## config.mk

```make
export PLATFORM = sky130hd
export DESIGN_NAME = xrv_mul_flat
export DESIGN_NICKNAME = d
export VERILOG_FILES = /design/src/rtl/xrv_mul_if.sv /design/src/rtl/xrv_mul.sv /design/src/flat_wrapper.sv
export SDC_FILE = /design/constraint.sdc
export NUM_CORES = 1
export LEC_CHECK = 0
export CAP_MARGIN = 20
export CORE_ASPECT_RATIO = 0.75
export CORE_MARGIN = 2
export CORE_UTILIZATION = 62
export CTS_CLUSTER_DIAMETER = 100
export CTS_CLUSTER_SIZE = 10
export DETAILED_ROUTE_END_ITERATION = 16
export PLACE_DENSITY = 0.85
export SKIP_CTS_REPAIR_TIMING = 1
export SYNTH_ARGS = -nofsm -noshare
export SYNTH_HDL_FRONTEND = slang
export SYNTH_SLANG_ARGS = --single-unit
export TNS_END_PERCENT = 20
```

## constraint.sdc

```tcl
create_clock -name clk -period 16.1 [get_ports clk]
set_input_delay 1.61 -clock clk [delete_from_list [all_inputs] [get_ports clk]]
set_output_delay 1.61 -clock clk [all_outputs]
set_load 0.05 [all_outputs]
```

## src/rtl/xrv_mul_if.sv

```systemverilog
// Operand/result bundle for the iterative multiplier.
// The master drives the operands and controls; the slave returns the product word and status.
interface xrv_mul_if;
  logic [31:0] multiplicand;
  logic [31:0] multiplier;
  logic [1:0]  op;
  logic        valid;
  logic        kill;
  logic [31:0] result;
  logic        result_valid;
  logic        busy;

  modport master (
    output multiplicand, multiplier, op, valid, kill,
    input  result, result_valid, busy
  );

  modport slave (
    input  multiplicand, multiplier, op, valid, kill,
    output result, result_valid, busy
  );
endinterface

```

## src/rtl/xrv_mul.sv

```systemverilog
// Radix-2 shift-add multiplier for the RV32M MUL/MULH/MULHSU/MULHU ops.
// Multiplies operand magnitudes over 32 cycles, then applies the sign and selects a word.
module xrv_mul (
  input logic      clk,
  input logic      rst,
  xrv_mul_if.slave bus
);

  typedef enum logic [1:0] {IDLE, CALC, DONE} state_t;

  state_t      state;
  logic [4:0]  cnt;
  logic [31:0] mcand_mag;
  logic [31:0] mplier;
  logic [63:0] acc;
  logic        sign;
  logic [1:0]  op_q;

  logic        rs1_signed;
  logic        rs2_signed;
  logic        neg1;
  logic        neg2;
  logic [31:0] mag1;
  logic [31:0] mag2;
  logic [32:0] sum;
  logic [63:0] prod;

  // MULH treats both operands as signed, MULHSU only rs1; MUL and MULHU treat both as unsigned.
  always_comb begin
    rs1_signed = (bus.op == 2'b01) || (bus.op == 2'b10);
    rs2_signed = (bus.op == 2'b01);
    neg1       = rs1_signed && bus.multiplicand[31];
    neg2       = rs2_signed && bus.multiplier[31];
    mag1       = neg1 ? (~bus.multiplicand + 32'd1) : bus.multiplicand;
    mag2       = neg2 ? (~bus.multiplier + 32'd1) : bus.multiplier;
    sum        = {1'b0, acc[63:32]} + {1'b0, (mplier[0] ? mcand_mag : 32'd0)};
    prod       = sign ? (~acc + 64'd1) : acc;
  end

  // sum[32] is the carry bit that shifts into the accumulator MSB on each step.
  always_ff @(posedge clk) begin
    if (rst) begin
      state            <= IDLE;
      cnt              <= 5'd0;
      bus.result       <= 32'd0;
      bus.result_valid <= 1'b0;
      bus.busy         <= 1'b0;
    end else if (bus.kill) begin
      state            <= IDLE;
      bus.result_valid <= 1'b0;
      bus.busy         <= 1'b0;
    end else if (bus.valid) begin
      mcand_mag        <= mag1;
      mplier           <= mag2;
      sign             <= neg1 ^ neg2;
      op_q             <= bus.op;
      acc              <= 64'd0;
      cnt              <= 5'd0;
      state            <= CALC;
      bus.busy         <= 1'b1;
      bus.result_valid <= 1'b0;
    end else begin
      bus.result_valid <= 1'b0;
      case (state)
        IDLE: begin
          state <= IDLE;
        end
        CALC: begin
          acc    <= {sum, acc[31:1]};
          mplier <= {1'b0, mplier[31:1]};
          cnt    <= cnt + 5'd1;
          if (cnt == 5'd31) begin
            state <= DONE;
          end
        end
        DONE: begin
          bus.result       <= (op_q == 2'b00) ? prod[31:0] : prod[63:32];
          bus.result_valid <= 1'b1;
          bus.busy         <= 1'b0;
          state            <= IDLE;
        end
        default: begin
          state <= IDLE;
        end
      endcase
    end
  end

endmodule

```

## src/flat_wrapper.sv

```systemverilog
// flat-port wrapper written by rule: the top's interface ports become plain ports
module xrv_mul_flat 
  (clk, rst, bus_multiplicand, bus_multiplier, bus_op, bus_valid, bus_kill, bus_result, bus_result_valid, bus_busy);
  xrv_mul_if bus_i ();
  input logic clk;
  input logic rst;
  input wire logic [$bits(bus_i.multiplicand)-1:0] bus_multiplicand;
  input wire logic [$bits(bus_i.multiplier)-1:0] bus_multiplier;
  input wire logic [$bits(bus_i.op)-1:0] bus_op;
  input wire logic [$bits(bus_i.valid)-1:0] bus_valid;
  input wire logic [$bits(bus_i.kill)-1:0] bus_kill;
  output wire logic [$bits(bus_i.result)-1:0] bus_result;
  output wire logic [$bits(bus_i.result_valid)-1:0] bus_result_valid;
  output wire logic [$bits(bus_i.busy)-1:0] bus_busy;
  assign bus_i.multiplicand = bus_multiplicand;
  assign bus_i.multiplier = bus_multiplier;
  assign bus_i.op = bus_op;
  assign bus_i.valid = bus_valid;
  assign bus_i.kill = bus_kill;
  assign bus_result = bus_i.result;
  assign bus_result_valid = bus_i.result_valid;
  assign bus_busy = bus_i.busy;
  xrv_mul u_core (.clk(clk), .rst(rst), .bus(bus_i));
endmodule
```

# Word level (Yosys, flattened, before mapping)

Cells that the tools add are included.
Widths: inputs -> output; s select.

Bitwise logic cells: 8
$add $sub $neg: 5
Eq/ne operators: 6
Muxes and demuxes: 16
Reductions and logical operators: 13

Operators by type and width:

| cell                  | count |
|---|---|
| $mux 32               | 6 |
| $mux 64               | 2 |
| $add 32x1->32 const B | 2 |
| $add 64x1->64 const B | 1 |
| $not 32->32           | 2 |
| $not 64->64           | 1 |
| $add 32x32->33        | 1 |
| $mux 5                | 2 |
| $reduce_and 3->1      | 3 |
| $mux 1                | 6 |
| $add 5x1->5 const B   | 1 |
| $eq 5x5->1 const B    | 1 |
| $eq 2x1->1 const B    | 2 |
| $eq 2x2->1 const B    | 2 |
| $not 1->1             | 4 |
| $reduce_bool 2->1     | 2 |
| $reduce_or 4->1       | 1 |
| $ne 3x2->1 const B    | 1 |
| $reduce_or 3->1       | 1 |
| $logic_and 1x1->1     | 2 |
| $logic_not 2->1       | 1 |
| $reduce_and 2->1      | 1 |
| $reduce_or 2->1       | 1 |
| $logic_or 1x1->1      | 1 |
| $xor 1x1->1           | 1 |

Bits in registers: 172
Bits of input ports: 70

# Depth between registers and ports, before layout

Gate-level depths: netlist (run 1).

Depth in word-level cells: 4
Mapped depth: 11

# Worst setup path after synthesis (run 1)

OpenSTA, ideal clock, no wires.

Path type: input port to flip-flop
Start point: in bus_kill
End point: reg u_core.acc[0], enable pin
Stages: 3
Path slack: 6.486 ns
Arrival: 8.916 ns
Path through: clkbuf_1 -> nor2_1 -> a21boi_0

Longest elaborated chain between the ends: 2

Ends and longest elaborated chain:

| element                    | RTL line           | text |
|---|---|---|
| from (decl)                | flat_wrapper.sv:11 | `input wire logic [$bits(bus_i.kill)-1:0] bus_kill;` |
| $not 1->1 (no line)        | --                 |  |
| $reduce_and 3->1 (no line) | --                 |  |
| to (signal assigned)       | xrv_mul.sv:69      | `acc <= {sum, acc[31:1]};` |
| to (decl)                  | xrv_mul.sv:15      | `logic [63:0] acc;` |

No other way between the ends.
A chain may end at the register's enable or synchronous reset.

# Worst setup path after layout (run 1)

Start point: in bus_kill
End point: reg u_core.bus.result[12]

Longest elaborated chain between the ends: 2

Ends and longest elaborated chain:

| element                    | RTL line         | text |
|---|---|---|
| $not 1->1 (no line)        | --               |  |
| $reduce_and 3->1 (no line) | --               |  |
| to (signal assigned)       | xrv_mul.sv:77    | `bus.result <= (op_q == 2'b00) ? prod[31:0] : prod[63:32];` |
| to (decl)                  | xrv_mul_if.sv:20 | `output result, result_valid, busy` |

No other way between the ends.

==> results of run 1 <==
[worst register-to-register path: cells and delay by family (launching register included)]
kind	cells	cell delay (ps)
AOI/OAI and AO/OA	4	1260
adders and majority gates	2	620
DFF	1	670
muxes	1	300
and+or+nand+nor	3	570
[cell usage in the layout (no fill, tap or decap), types with 6 or more instances in the layout]
| cell type | synthesis | layout |
|---|---|---|
| xnor2_1 | 73 | 73 |
| o221ai_1 | 6 | 6 |
| clkbuf_16 | 0 | 17 |
| nand4_1 | 15 | 15 |
| a22oi_1 | 15 | 15 |
| nand2_1 | 86 | 86 |
| ha_1 | 38 | 38 |
| and2_1 | 34 | 34 |
| inv_1 | 21 | 21 |
| buf_4 | 0 | 14 |
| mux2_2 | 6 | 6 |
| and3_1 | 10 | 10 |
| nor2b_1 | 42 | 42 |
| a21o_1 | 6 | 6 |
| o21ai_0 | 70 | 70 |
| nand3_1 | 26 | 26 |
| nor3_1 | 43 | 42 |
| or4_1 | 14 | 14 |
| nor2_1 | 153 | 153 |
| o41ai_1 | 12 | 12 |
| xor2_1 | 55 | 55 |
| or3_1 | 14 | 14 |
| nand2b_1 | 13 | 13 |
| o31ai_1 | 23 | 23 |
| edfxtp_1 | 131 | 131 |
| clkdlybuf4s50_1 | 0 | 102 |
| a21oi_1 | 106 | 106 |
| a31oi_1 | 8 | 8 |
| dfxtp_1 | 41 | 41 |
| nor4_1 | 17 | 17 |
| mux2i_1 | 7 | 7 |
[kinds of logic after synthesis]
group / after synthesis / synth area share, %
flops: 172 / 42.41
simple gates: 489 / 21.69
buf+inv: 78 / 2.656
mux: 15 / 1.629
compound gates: 306 / 17.20
fa+ha+maj: 39 / 4.420
xor+xnor: 128 / 10.00
[cell type report]
cell class | instances | area, um^2
repair buffers | 116 | 1126
inverters | 21 | 78.83
well taps | 242 | 302.8
clock buffers | 18 | 429.2
fillers | 1318 | 4643
clock inverters | 12 | 147.6
multi-input cells | 977 | 6175
flip-flops and latches | 172 | 4755
[path summary, 6_finish.rpt]
check	end	start	slack, ps	cells after the start
setup / recovery	u_core.bus.result[12]	bus_kill	11910	6
hold / removal	u_core.bus.result[24]	u_core.bus.result[24]	470	2
setup reg to reg	u_core.acc[59]	u_core.mplier[0]	12440	10
hold reg to reg	u_core.bus.result[24]	u_core.bus.result[24]	470	2
[stage by stage]
step	instances	cell area (um^2)	power, mW	setup WS [ps]	utilization [%]
3_3_place_gp	1527	12430	0.6807	11580	70.39
4_1_cts	1557	13010	1.090	11940	73.66
5_1_grt	1558	13010	1.126	11710	73.70
6_report	1558	13010	1.089	11910	73.70
2_1_floorplan	1227	11210	0.6299	6486	-
3_5_place_dp	1527	12430	0.6858	11490	70.39
[per-layer routing]
layer	wire length [um]	share of wire, %	track usage (%)
met1	12690	43	43.83
met5	0	0	0
met2	12870	44	46.55
met3	3173	11	6.621
met4	613	2.1	9.659
[power by group]
group,switching (mW),internal (mW),total [mW],leakage (nW)
Sequential,0.0142,0.499,0.513,1.54
Clock,0.166,0.241,0.407,0.276
Combinational,0.0975,0.0712,0.169,2.68
[registers in the layout (all words and copies together) (netlist names)]
| name | cells |
|---|---|
| u_core.cnt | 5 |
| u_core.bus.result | 32 |
| u_core.mplier | 32 |
| u_core.state | 2 |
| u_core.sign | 1 |
| u_core.acc | 64 |
| u_core.mcand_mag | 32 |
| u_core.bus.busy | 1 |
| u_core.op_q | 2 |
| u_core.bus.result_valid | 1 |
[cell usage after synthesis, drive strengths merged (4+ instances only)]
cell type and number:
nor2 153, edfxtp 131, a21oi 106, nand2 86
o21ai 73, xnor2 73, xor2 55, clkbuf 45
nor3 43, nor2b 42, dfxtp 41, ha 38
and2 35, nand3 26, o31ai 25, inv 21
nor4 17, a22oi 15, nand4 15, or4 15
or3 14, nand2b 13, o41ai 13, buf 12
and3 10, a31oi 8, mux2i 7, a21o 6
mux2 6, o221ai 6, or2 6, nand3b 5
o211ai 5, o21bai 5, a211oi 4, a21boi 4
a22o 4, a311oi 4, o311ai 4
==> impl_metrics.ini, run 1 <==
[worst_setup_path]
worstPathArrival_ps = 4570
endpoint_kind = register
crit_path_max_incr_delay_ps = 690
worstSetupPathType = primary input to register
path_delay_family = simple AND/OR/NAND/NOR gates
path_cells = clkdlybuf4s50_1, or3_1, nor2_1, nand2_1, nor3_1, a221o_1
crit_path_start_kind = primary input
cp.required_ps = 16480
cp_num_buf_inv = 1
cp_slowest_cell = nor2_1
cp_max_fo = 17

[yosys]
synth.distinct_cells = 68
synth_ff_type = edfxtp_1
ys_async_sr_fraction_pct = 0
synth_area_per_cell_um2 = 9.137
synth_area_um2 = 11210
ys_seq_area_share_pct = 42.41
syn_inst = 1227
synth_nets = 1336
synthTopCellsByArea = edfxtp_1 (35%), dfxtp_1 (7.3%), xnor2_1 (5.7%), nor2_1 (5.1%), a21oi_1 (4.7%)
synth_seq_cells = 172
synth_top_area_share_pct = 35.09
synth_edf_count = 131
synth.largest_area_cell = edfxtp_1
synth_warnings = 0

[sta]
slew_headroom_pct = 33.75
fmax_mhz = 238.5
setup_viol = 0
whs_ps = 469.9
clock-skew-final_ps = 14.28
fin_setup_tns_ps = 0
tightest_slew_ps = 991.2
slew_violations = 0
rsz0062_at_grt = no
finalHoldViolCount = 0
period_share_pct = 26.04
finalCriticalPeriod_ps = 4193

[global_routing]
grt_max_degree = 93
grt_overflow = 0
grt_pass1_wl_um = 46640
gr-usage-all-layers_pct = 30.54
antenna_found_initial = 0
grt_pass1_vias = 8996

[clock_network]
cts_root_buffer = clkbuf_16
insertion_delay_ps = 440
cts_made_buffers = 17
cts_tree = built
clk_transition_reported_paths_ps = 60
clkSinkCount = 172
h-tree-depth = 4
ctsLongestPathBuffers = 2

[flow_run]
cap_violations = 0

[floorplan]
fp.coreArea_um2 = 17660
die_h_um = 120.5
die_area_um2 = 19180
rows = 42
die_w_um = 159.3
start_util_pct = 63.49
ioPinCount = 104

[layout]
diodes = 0
nets = 1414
layout-drive-gt1-share_pct = 4.711
syn_to_final_growth_pct = 16.08

[detailed_routing]
drc_errors = 0
vias = 9827
wl_um = 29350
wire_per_inst_um = 18.84
drt-initial-drc-count = 1246
routed_via_density = 6.307
first_pass_iters = 6
drtAntennaViolNets = 0

[place]
gp_congestion = 0.9578
port_buffers = 103
dpl.hpwl_um = 21490

[power_and_ir_drop]
power.density_nw_per_um2 = 83.67
ir_drop_uv = 58.66
power_leakage_nw = 4.497

[min_path]
hold_class = register to register

[run_status]
status = finished, final reports clean
Note: power is estimated with default switching activity, not from simulation.
==> inputs of run 2 (changes only) <==
--- a/config.mk
+++ b/config.mk
@@ -8,11 +8,11 @@
 export CAP_MARGIN = 20
 export CORE_ASPECT_RATIO = 0.75
 export CORE_MARGIN = 2
-export CORE_UTILIZATION = 62
+export CORE_UTILIZATION = 53
 export CTS_CLUSTER_DIAMETER = 100
 export CTS_CLUSTER_SIZE = 10
 export DETAILED_ROUTE_END_ITERATION = 16
-export PLACE_DENSITY = 0.85
+export PLACE_DENSITY = 0.77
 export SKIP_CTS_REPAIR_TIMING = 1
 export SYNTH_ARGS = -nofsm -noshare
 export SYNTH_HDL_FRONTEND = slang
==> constraint.sdc (replaced) <==
create_clock -name clk -period 3.5 [get_ports clk]
set_input_delay 0.35 -clock clk [delete_from_list [all_inputs] [get_ports clk]]
set_output_delay 0.35 -clock clk [all_outputs]
set_load 0.05 [all_outputs]
==> run 2 against run 1 <==
Highest routed layer unchanged. Sequential share of layout area down 0.57 points. Wire length rose by 2.3%. Combinational power grew to 4.7 times the previous value. Setup slack got worse by 12000 ps. Critical endpoint is now u_core.bus.result[19]. Critical path depth is 1 higher. Clock power grew to 4.5 times the previous value.
==> impl_metrics.ini, run 2 (synthesis results as in run 1) <==
[run_status]
status = finished, final reports clean

[place]
place_inst = 1591
place_ws_ps = -52.71
port_buffers = 103
gp_congestion = 1.028
dpl.hpwl_um = 22400

[sta]
rsz0062_at_grt = no
slew_violations = 0
setup_slack_ps = 147.9
finalCriticalPeriod_ps = 3352
fmax_mhz = 298.3
period_share_pct = 95.78
clock-skew-final_ps = 12.09
setup_viol = 0
slew_headroom_pct = 34.62
whs_ps = 411.8
finalHoldViolCount = 0
tightest_slew_ps = 980.7

[layout]
final_common_cell = nor2_1
largest_register_ffs = 64
fin_cells = 1624
layout-drive-gt1-share_pct = 6.362
fin_util_pct = 63.10
largest_register = u_core.acc
nFillCells = 1815
diodes = 0
nets = 1432
layout_common_cells = nor2_1 (153), edfxtp_1 (131), a21oi_1 (106), clkdlybuf4s50_1 (102), nand2_1 (86)
syn_to_final_growth_pct = 17.92

[detailed_routing]
highest_layer = met4
routed_via_density = 6.063
drt-initial-drc-count = 1127
wirelength_met1_um = 13740
vias = 9847
wl_um = 30030
drtAntennaViolNets = 0
first_pass_iters = 6
drc_errors = 0
wl_met3_um = 2847
wl_met2_um = 12910
wire_per_inst_um = 18.49

[worst_setup_path]
path_cells = or4_1, or4_1, or4_1, or2_4, nor2_1, mux2i_1, o221ai_1
worstPathArrival_ps = 3650
endpoint_kind = register
crit_path_start_kind = register
cp.required_ps = 3790
worstSetupPathType = register to register
crit_path_frequent_cell = or4_1
cp_slowest_cell = or4_1
cp_max_fo = 9
crit_path_max_incr_delay_ps = 770

[clock_network]
h-tree-depth = 4
clk_transition_reported_paths_ps = 70
cts_made_buffers = 17
insertion_delay_ps = 430
clkSinkCount = 172
ctsLongestPathBuffers = 2
cts_root_buffer = clkbuf_16
cts_tree = built

[floorplan]
fp.coreArea_um2 = 20950
ioPinCount = 104
rows = 46
die_w_um = 171.9
die_h_um = 130.0
die_area_um2 = 22340
start_util_pct = 53.51

[min_path]
hold_class = primary input to register

[global_routing]
grt_pass1_wl_um = 47180
grt_pass1_vias = 8974
gr-usage-all-layers_pct = 27.21
antenna_found_initial = 0
grt_max_degree = 67
grt_overflow = 0

[power_and_ir_drop]
fin_total_pwr_mw = 4.995
ir_drop_uv = 343.5
power.density_nw_per_um2 = 377.8
power_leakage_nw = 4.620

[flow_run]
cap_violations = 0
-- run 2: changes by cell type in the layout (fill, tap and decap cells not counted), sizes merged --
cell,previous run,this run
buf,14,31
inv,22,27
clkbuf,18,22
bufinv,3,0
clkinv,7,4
clkinvlp,1,0
dlymetal6s2s,0,1
-- run 2: critical path: cells and delay by family (launching register included) --
| family | cells | cell delay (ps) |
|---|---|---|
| simple gates | 5 | 2430 |
| compound gates | 1 | 130 |
| flops | 1 | 460 |
| mux | 1 | 200 |
-- run 2: through the flow --
step,area [um^2],TNS [ps]
after global routing,13220,0
after global placement,12630,0
final,13220,0
after detailed placement,12630,-52.71
after CTS,13210,-50.68
after floorplan,11220,-4356
-- run 2: layout make-up --
cell class	count	area (um^2)	share of cell area (%)
Clock buffer	22	498.0	3.767
Inverter	21	78.83	0.5963
Timing Repair Buffer	134	1279	9.673
Sequential cell	172	4755	35.96
Clock inverter	10	75.07	0.5679
Tap cell	288	360.3	2.726
Multi-Input combinational cell	977	6175	46.71
-- run 2: routing by layer --
layer	global-route usage, %	vias to the layer above
met5	0	-
met3	5.672	43
li1	-	4717
met1	40.08	4590
met4	8.156	0
met2	40.47	497
-- run 2: final timing paths --
check                       startpoint               endpoint  slack (ps)  cells past startpoint
setup / recovery         u_core.acc[4]  u_core.bus.result[19]         150                      7
hold / removal               bus_valid        u_core.bus.busy         410                      3
setup reg to reg         u_core.acc[4]  u_core.bus.result[19]         150                      7
hold reg to reg   u_core.bus.result[4]   u_core.bus.result[4]         470                      2
-- run 2: where the power goes --
group	total (mW)	leakage (nW)	switching, mW	internal, mW
clock network	1.85	0.290	0.827	1.03
registers	2.36	1.54	0.0642	2.29
logic	0.786	2.79	0.451	0.335
total	4.99	4.62	1.34	3.65
==> edit: new RTL, flow settings as in run 1 <==
Re-encode `state_t` (3 states) as one-hot, 3 bits wide.
--- a/src/rtl/xrv_mul.sv
+++ b/src/rtl/xrv_mul.sv
@@ -6,7 +6,7 @@
   xrv_mul_if.slave bus
 );
 
-  typedef enum logic [1:0] {IDLE, CALC, DONE} state_t;
+  typedef enum logic [2:0] {IDLE = 3'b001, CALC = 3'b010, DONE = 3'b100} state_t;
 
   state_t      state;
   logic [4:0]  cnt;
Formal check against the unedited RTL: same outputs for any inputs over 10 cycles, from zero or initial values and one cycle with rst high; not proved beyond that.
==> edit against run 1 <==
  * Setup slack better by 0.040 ns
  * Sequential cell count increased by 1
  * Synthesized cell count down 0.24%
  * Area after synthesis about the same
  * Worst hold slack got worse by 0.016 ns
  * Clock skew shrank 0.0032 ns
  * Routed wire length fell by 0.58%
  * Total power down 3.0%
  * Design area down 0.62%
  * Largest power group unchanged
==> edit: results (changes against run 1) <==
| Metric | Value |
|---|---|
| Reg2reg end | `u_core.acc[63]$_SDFFCE_PP0P_` |
| Pleak | `4.516 nW (+0.41%)` |
| Mux cell area share after synthesis | `1.497% (-0.13 points)` |
| Met2 global-route usage | `45.76% (-0.79 points)` |
| Hpwl dp | `20,990 µm (-2.3%)` |
| Post-Synth Adder-Cell Area | `4.424% (about the same)` |
| Global-route wire length before repair | `46,630 µm (about the same)` |
| Slew headroom | `29.41% (-4.3 points)` |
| Worst-case reg-to-reg path depth | `11 (+1)` |
| Clock Sink Count | `173 (+0.58%)` |
| Final clock-cell share | `4.276% (-0.16 points)` |
| GRT Total Usage | `30.63% (+0.096 points)` |
| Worst Path Max Fanout | `4 (-13)` |
| CTS buffer count | `17 (unchanged)` |
| Via count | `9,866 (+0.40%)` |
| VDD IR max | `0.06866 mV (+17%)` |
| Mapped Nets | `1,333 (-0.22%)` |
| Vias per std cell | `6.365 (+0.92%)` |
| Hold path endpoint | `u_core.bus.result[5]$_SDFFE_PP0P_` |
| Status | `finished clean` |
| Synth top area cells | `edfxtp_1 35%, dfxtp_1 7.5%, nor2_1 5.0%` |
| Max Clock Skew | `0.01110 ns (-0.003177 ns)` |
| Register area share after synthesis | `42.63% (+0.22 points)` |
| Inverter count | `24 (+14%)` |
| M1 GR Usage | `44.69% (+0.85 points)` |
| Number of global-route vias before repair | `8,953 (-0.48%)` |
| Nets | `1,404 (-0.71%)` |
| Multi-input comb cells | `966 (-1.1%)` |
| Cell variety after synth | `67 (-1.5%)` |
| Register area | `0.004775 mm² (+0.42%)` |
| Post-Synth XOR/XNOR Area | `9.853% (-0.15 points)` |
| DR WL met3 | `2992 µm (-5.7%)` |
| Gpl congestion | `0.9416 (-1.7%)` |
| Hold slack | `0.4534 ns (-0.01642 ns)` |
| Routed wl met2 | `12,680 µm (-1.5%)` |
| Metal-1 WL | `12,740 µm (+0.39%)` |
| Hold path start | `u_core.bus.result[5]$_SDFFE_PP0P_` |
| Multi-input gate area | `0.006107 mm² (-1.1%)` |
| FILL cells | `1,311 (-0.53%)` |
| Most frequent cells after synthesis | `150 x nor2_1, 131 x edfxtp_1, 107 x a21oi_1` |
| Largest net degree at the start of global routing | `94 (+1.1%)` |
| Post-synthesis compound-gate area fraction | `17.20% (about the same)` |
| Share of cells above drive strength 1 | `5.199% (+0.49 points)` |
| Signal buffers | `113 (-2.6%)` |
| Reg2reg setup slack | `12.10 ns (-0.34 ns)` |
| Crit path DAT | `4.33 ns (-0.24 ns)` |
| Global Route met3 Usage | `6.552% (-0.069 points)` |
| Iter 0 DRT Violations | `1,136 (-8.8%)` |
edit: changes by cell type in the layout (fill, tap and decap cells not counted), sizes merged, moves of 5 or more:
| cell | run 1 | this run |
|---|---|---|
| a21o | 6 | 13 |
| inv | 22 | 30 |
| nand3 | 26 | 15 |
| a22oi | 15 | 9 |
| o31ai | 25 | 20 |
| xor2 | 55 | 63 |
| xnor2 | 73 | 63 |
| nand2b | 13 | 7 |
| a221oi | 2 | 9 |
| a31oi | 8 | 15 |
edit: worst max-delay path by stage:
stage | startpoint | end | slack (ns) | depth (start not counted)
after floorplan | bus_valid | u_core.acc[0]$_SDFFCE_PP0P_ | 11.50 | 4
after global placement | bus_multiplicand[8] | u_core.mcand_mag[29]$_DFFE_PP_ | 11.60 | 8
after detailed placement | bus_multiplicand[8] | u_core.mcand_mag[29]$_DFFE_PP_ | 11.56 | 8
after CTS | bus_multiplicand[8] | u_core.mcand_mag[29]$_DFFE_PP_ | 11.99 | 8
after global routing | bus_multiplicand[6] | u_core.mcand_mag[29]$_DFFE_PP_ | 11.69 | 8
final | bus_multiplicand[8] | u_core.mcand_mag[29]$_DFFE_PP_ | 11.95 | 8
edit: through the flow:
stage	instance area (µm²)	instances
after global placement	12370	1517
after detailed placement	12370	1517
after global routing	12930	1550
final	12930	1550
after floorplan	11200	1224
after CTS	12920	1549
edit: power by group:
| group | internal (mW) | total (mW) | switching, mW | leakage [nW] |
|---|---|---|---|---|
| Clock | 0.203 | 0.393 | 0.190 | 0.267 |
| Combinational | 0.0651 | 0.154 | 0.0888 | 2.70 |
| Sequential | 0.498 | 0.509 | 0.0109 | 1.55 |
| Total | 0.766 | 1.06 | 0.290 | 4.52 |
edit: tightest hold or removal path: stages, from the launching register on:
cell,delay (ns)
dfxtp_1,0.33
nand2_1,0.04
o21ai_0,0.05
